**config.mk**
```make
export PLATFORM = sky130hd
export DESIGN_NAME = cpu_sequencer
export DESIGN_NICKNAME = d
export VERILOG_FILES = /design/src/rtl/cpu_sequencer.sv
export SDC_FILE = /design/constraint.sdc
export NUM_CORES = 1
export LEC_CHECK = 0
export CAP_MARGIN = 40
export CELL_PAD_IN_SITES_DETAIL_PLACEMENT = 0
export CELL_PAD_IN_SITES_GLOBAL_PLACEMENT = 1
export CORE_MARGIN = 4
export CORE_UTILIZATION = 26
export CTS_CLUSTER_SIZE = 14
export DETAILED_ROUTE_END_ITERATION = 8
export PLACE_DENSITY_LB_ADDON = 0.1
export SYNTH_ARGS = -nofsm -noshare
export SYNTH_HDL_FRONTEND = slang
export SYNTH_SLANG_ARGS = --single-unit
```
**constraint.sdc**
```tcl
create_clock -name CLK -period 1.7 [get_ports CLK]
set_clock_uncertainty 0.05 [all_clocks]
set_input_delay 0.255 -clock CLK [delete_from_list [all_inputs] [get_ports CLK]]
set_output_delay 0.255 -clock CLK [all_outputs]
set_load 0.005 [all_outputs]
```
**src/rtl/cpu_sequencer.sv**
```systemverilog
// FETCH/EXEC1/EXEC2 timing sequencer with instruction register, ACC flags and STP halt.
// Optional retired-instruction counter enabled by CPU_SEQUENCER_INSTR_COUNT_EN.
module cpu_sequencer #(
  parameter int IW  = 16,
  parameter int OPW = 4
) (
  input  logic              CLK,
  input  logic              RESET_N,
  input  logic              RUN,
  input  logic              STEP,
  input  logic [IW-1:0]     MEM_Q,
  input  logic              EXTRA,
  input  logic [IW-1:0]     ACC,
  output logic              FETCH,
  output logic              EXEC1,
  output logic              EXEC2,
  output logic [OPW-1:0]    IR_OP,
  output logic [IW-OPW-1:0] IR_OPND,
  output logic              EQ,
  output logic              MI,
`ifdef CPU_SEQUENCER_INSTR_COUNT_EN
  output logic [15:0]       INSTR_CNT,
`endif
  output logic              HALTED
);

  localparam logic [OPW-1:0] OP_STP = OPW'(7);

  typedef enum logic [1:0] {S_FETCH, S_EXEC1, S_EXEC2, S_HALT} state_t;

  state_t            state, state_next;
  logic              step_q;
  logic              adv;
  logic              ir_load;
  logic              retire;
  logic              halted;
  logic [OPW-1:0]    ir_op;
  logic [IW-OPW-1:0] ir_opnd;

  // Free-run, or exactly one advance per rising edge of the debounced STEP level.
  assign adv = RUN | (STEP & ~step_q);

  always_ff @(posedge CLK or negedge RESET_N) begin
    if (!RESET_N) begin
      state   <= S_FETCH;
      step_q  <= 1'b0;
      halted  <= 1'b0;
      ir_op   <= '0;
      ir_opnd <= '0;
    end else begin
      state  <= state_next;
      step_q <= STEP;
      if (state_next == S_HALT) halted <= 1'b1;
      if (ir_load) begin
        ir_op   <= MEM_Q[IW-1 -: OPW];
        ir_opnd <= MEM_Q[IW-OPW-1:0];
      end
    end
  end

  always_comb begin
    state_next = state;
    ir_load    = 1'b0;
    retire     = 1'b0;
    case (state)
      S_FETCH: begin
        if (adv) begin
          state_next = S_EXEC1;
          ir_load    = 1'b1;
        end
      end
      S_EXEC1: begin
        if (adv) begin
          // STP wins over a concurrent EXTRA request from the decoder.
          if (ir_op == OP_STP) begin
            state_next = S_HALT;
          end else if (EXTRA) begin
            state_next = S_EXEC2;
          end else begin
            state_next = S_FETCH;
            retire     = 1'b1;
          end
        end
      end
      S_EXEC2: begin
        if (adv) begin
          state_next = S_FETCH;
          retire     = 1'b1;
        end
      end
      default: state_next = S_HALT;
    endcase
  end

`ifdef CPU_SEQUENCER_INSTR_COUNT_EN
  logic [15:0] instr_cnt;

  always_ff @(posedge CLK or negedge RESET_N) begin
    if (!RESET_N)    instr_cnt <= 16'h0000;
    else if (retire) instr_cnt <= instr_cnt + 16'h0001;
  end

  assign INSTR_CNT = instr_cnt;
`else
  logic unused_retire;
  assign unused_retire = retire;
`endif

  assign FETCH   = (state == S_FETCH);
  assign EXEC1   = (state == S_EXEC1);
  assign EXEC2   = (state == S_EXEC2);
  assign HALTED  = halted;
  assign IR_OP   = ir_op;
  assign IR_OPND = ir_opnd;
  assign EQ      = (ACC == '0);
  assign MI      = ACC[IW-1];

endmodule

```
==> run metrics <==
outcome=finished clean; Met2 Wirelength=1.21 mm; Combinational Power Share=51.8%; most used cell, CP=clkdlybuf4s50_1; Mean Syn Cell Area=15.2 µm²; input/output buffers=58; DR vias/cell=4.13; minimum clock period=1670 ps; Max Clock Freq=600 MHz; clock power share=11.9%; Layout Cells excl Fill=173; ant diodes=0; top-area cell type share of the netlist area=55.7%; crit path launch type=input pin; top sig layer=met4; initial antenna violation count=0; Reg2Reg Depth=4; top post-synthesis cells by area=dfrtp_1 56%, mux2_4 17%, mux2_2 8.8%; die footprint=0.00446 mm²; part of the Yosys area used for sequential elements=55.7%; synth-to-layout area growth=81.3%; Seq cells post-synth=20; Post-Syn Nets=96; Die Wd=66.8 µm; CP required=1390 ps; # rows=21; largest area contributor in the netlist=dfrtp_1; Initial Utilization=26.9%; CP max FO=2; vias in the first global route=801; Post-DRT Antenna Nets=0; Setup CP Type=in2out; Warnings, synthesis=0; CTS tree=built; setup TNS=0 ps; largest net degree at the start of global routing=21; internal cell power=1.69 mW; H-tree depth=1; dpl cells=166; Worst Slack Setup Final=34.3 ps; Mapped Area=898 µm²; GR Overflow Total=0; CTS Root Cell=clkbuf_4; Initial DRC Count=28; Slowest-stage cell, CP=clkdlybuf4s50_1; switching share of power=27.0%; drt wl/cell=13.0 µm; VDD IR max=0.523 mV; fin. max-slew vios=0; Final GP Congestion=0.681; # Max-Cap Violations=0; Total Wirelength=2.25 mm; CP top delay family=buffers and inverters; nets=165; PwrDens=1420 mW/mm²; Critical Path AT=1360 ps; Leak=0.706 nW; Die Y=66.8 µm; Final HPWL DP=1.73 mm; synth unique cells=20; CTS hold repair buffers=0; Fillers=329; CP Buf/Inv Count=3; Clock transition at path regs=120 ps; DR vias=714; CP cell instances=clkdlybuf4s50_1, buf_4, clkdlybuf4s50_1; Sink Count=20; Cells after Synth=59; TritonRoute pass-1 iters=4; worst hold slack=233 ps; CORE AREA=0.00334 mm²; share of layout cells above drive strength 1=29.1%; Tcrit/Tclk final=98.0%; RSZ-0062 raised after global routing=no; worst hold-check path type=in2async; # IOs=59; met1 WL=898 µm; endpoint class of the critical path=output pin; Flop pwr share=36.3%; critical path depth in cells=3; Hold Fails Final Rpt=0; slew of the pin with the lowest slew margin=265 ps; worst slack, placed=-251 ps; CTS max path bufs=2; All-Layer GR Usage=10.8%; Slew Limit Headroom=82.3%; worst skew pair latency=290 ps; WL met3=132 µm; drt drc=0; TritonCTS Buffers=3; Psw=0.627 mW; first-pass GRT wire length=3.61 mm; Setup-failing EPs final=0; CP max stage delay=500 ps
layout make-up:
cell class	instances	area, µm²	share of cell area (%)
well taps	46	57.6	3.53
multi-input cells	35	380	23.3
clock buffers	4	36.3	2.23
inverters	2	7.51	0.461
repair buffers	66	644	39.6
flip-flops and latches	20	503	30.9
cell families after synthesis:
| logic type | count (synthesis) | synth area share (%) |
|---|---|---|
| AND/OR/NAND/NOR | 12 | 9.47 |
| multiplexers | 17 | 25.5 |
| flip-flops | 20 | 55.7 |
| AO/OA/AOI/OAI | 6 | 5.99 |
| buffers and inverters | 4 | 3.34 |
cells in the mapped netlist:
| cell type | number |
|---|---|
| buf_4 | 1 |
| a2bb2oi_1 | 1 |
| nand2_1 | 1 |
| o21ai_4 | 1 |
| mux2_4 | 10 |
| o21bai_1 | 1 |
| nor4_1 | 4 |
| and4_1 | 1 |
| nor2b_4 | 1 |
| nor2_1 | 2 |
| dfrtp_1 | 20 |
| buf_8 | 1 |
| o31ai_1 | 1 |
| inv_1 | 2 |
| nor2b_1 | 1 |
| a21oi_1 | 1 |
| o22a_1 | 1 |
| mux2_2 | 7 |
| nand4b_1 | 1 |
| nor2_4 | 1 |
metal layers:
layer,track usage [%],up-vias
met5,0,-
met4,3.81,0
met3,3.20,2
met2,19.3,21
met1,11.9,344
li1,-,347
cells in the final DEF, fill, tap and decap left out, drive strengths merged:
cell type and instances:
clkdlybuf4s50 54, dfrtp 20, mux2 17, buf 8, clkbuf 5, nor4 4
dlygate4sd2 3, nor2 3, inv 2, nor2b 2, nand4b 1, a2bb2oi 1
o22a 1, nand2 1, o21bai 1, and4 1, o21ai 1, a21oi 1
o31ai 1
path summary, 6_finish.rpt:
check / start / to / slack (ps)
worst max-delay path: ACC[15] / MI / 30
worst min-delay path: RESET_N / HALTED$_DFFE_PN0N_ / 230
worst max register to register: state[1]$_DFF_PN0_ / IR_OP[2]$_DFFE_PN0P_ / 440
worst min register to register: HALTED$_DFFE_PN0N_ / HALTED$_DFFE_PN0N_ / 440
max in group asynchronous: RESET_N / state[0]$_DFF_PN0_ / 1140
min in group CLK: STEP / step_q$_DFF_PN0_ / 380
power groups by stage:
stage / logic, mW / registers (mW) / clock network [mW]
after global placement: 1.16 / 0.872 / 0
after CTS: 1.22 / 0.848 / 0.298
after detailed placement: 1.17 / 0.874 / 0
after floorplan: 0.511 / 0.870 / 0
after global routing: 1.29 / 0.880 / 0.317
final: 1.20 / 0.843 / 0.277
sequential cells by signal (all words and copies together), names as in the netlist:
name     cells
step_q       1
IR_OP        4
state        2
IR_OPND     12
HALTED       1
metrics by stage:
| step | power (mW) | instance area [µm²] | utilization [%] |
|---|---|---|---|
| after floorplan | 1.38 | 898 | - |
| after global placement | 2.03 | 1560 | 46.9 |
| after detailed placement | 2.04 | 1560 | 46.9 |
| after CTS | 2.37 | 1620 | 48.6 |
| after global routing | 2.49 | 1630 | 48.8 |
| final | 2.32 | 1630 | 48.8 |
repair_timing:
| item | CTS | global route |
|---|---|---|
| endpoints found under the setup margin | 4 | 1 |
| setup buffers | 3 | 0 |
| gates resized for setup | 6 | 4 |
| pin swaps | 2 | 3 |
Note: power is estimated with default switching activity, not from simulation.
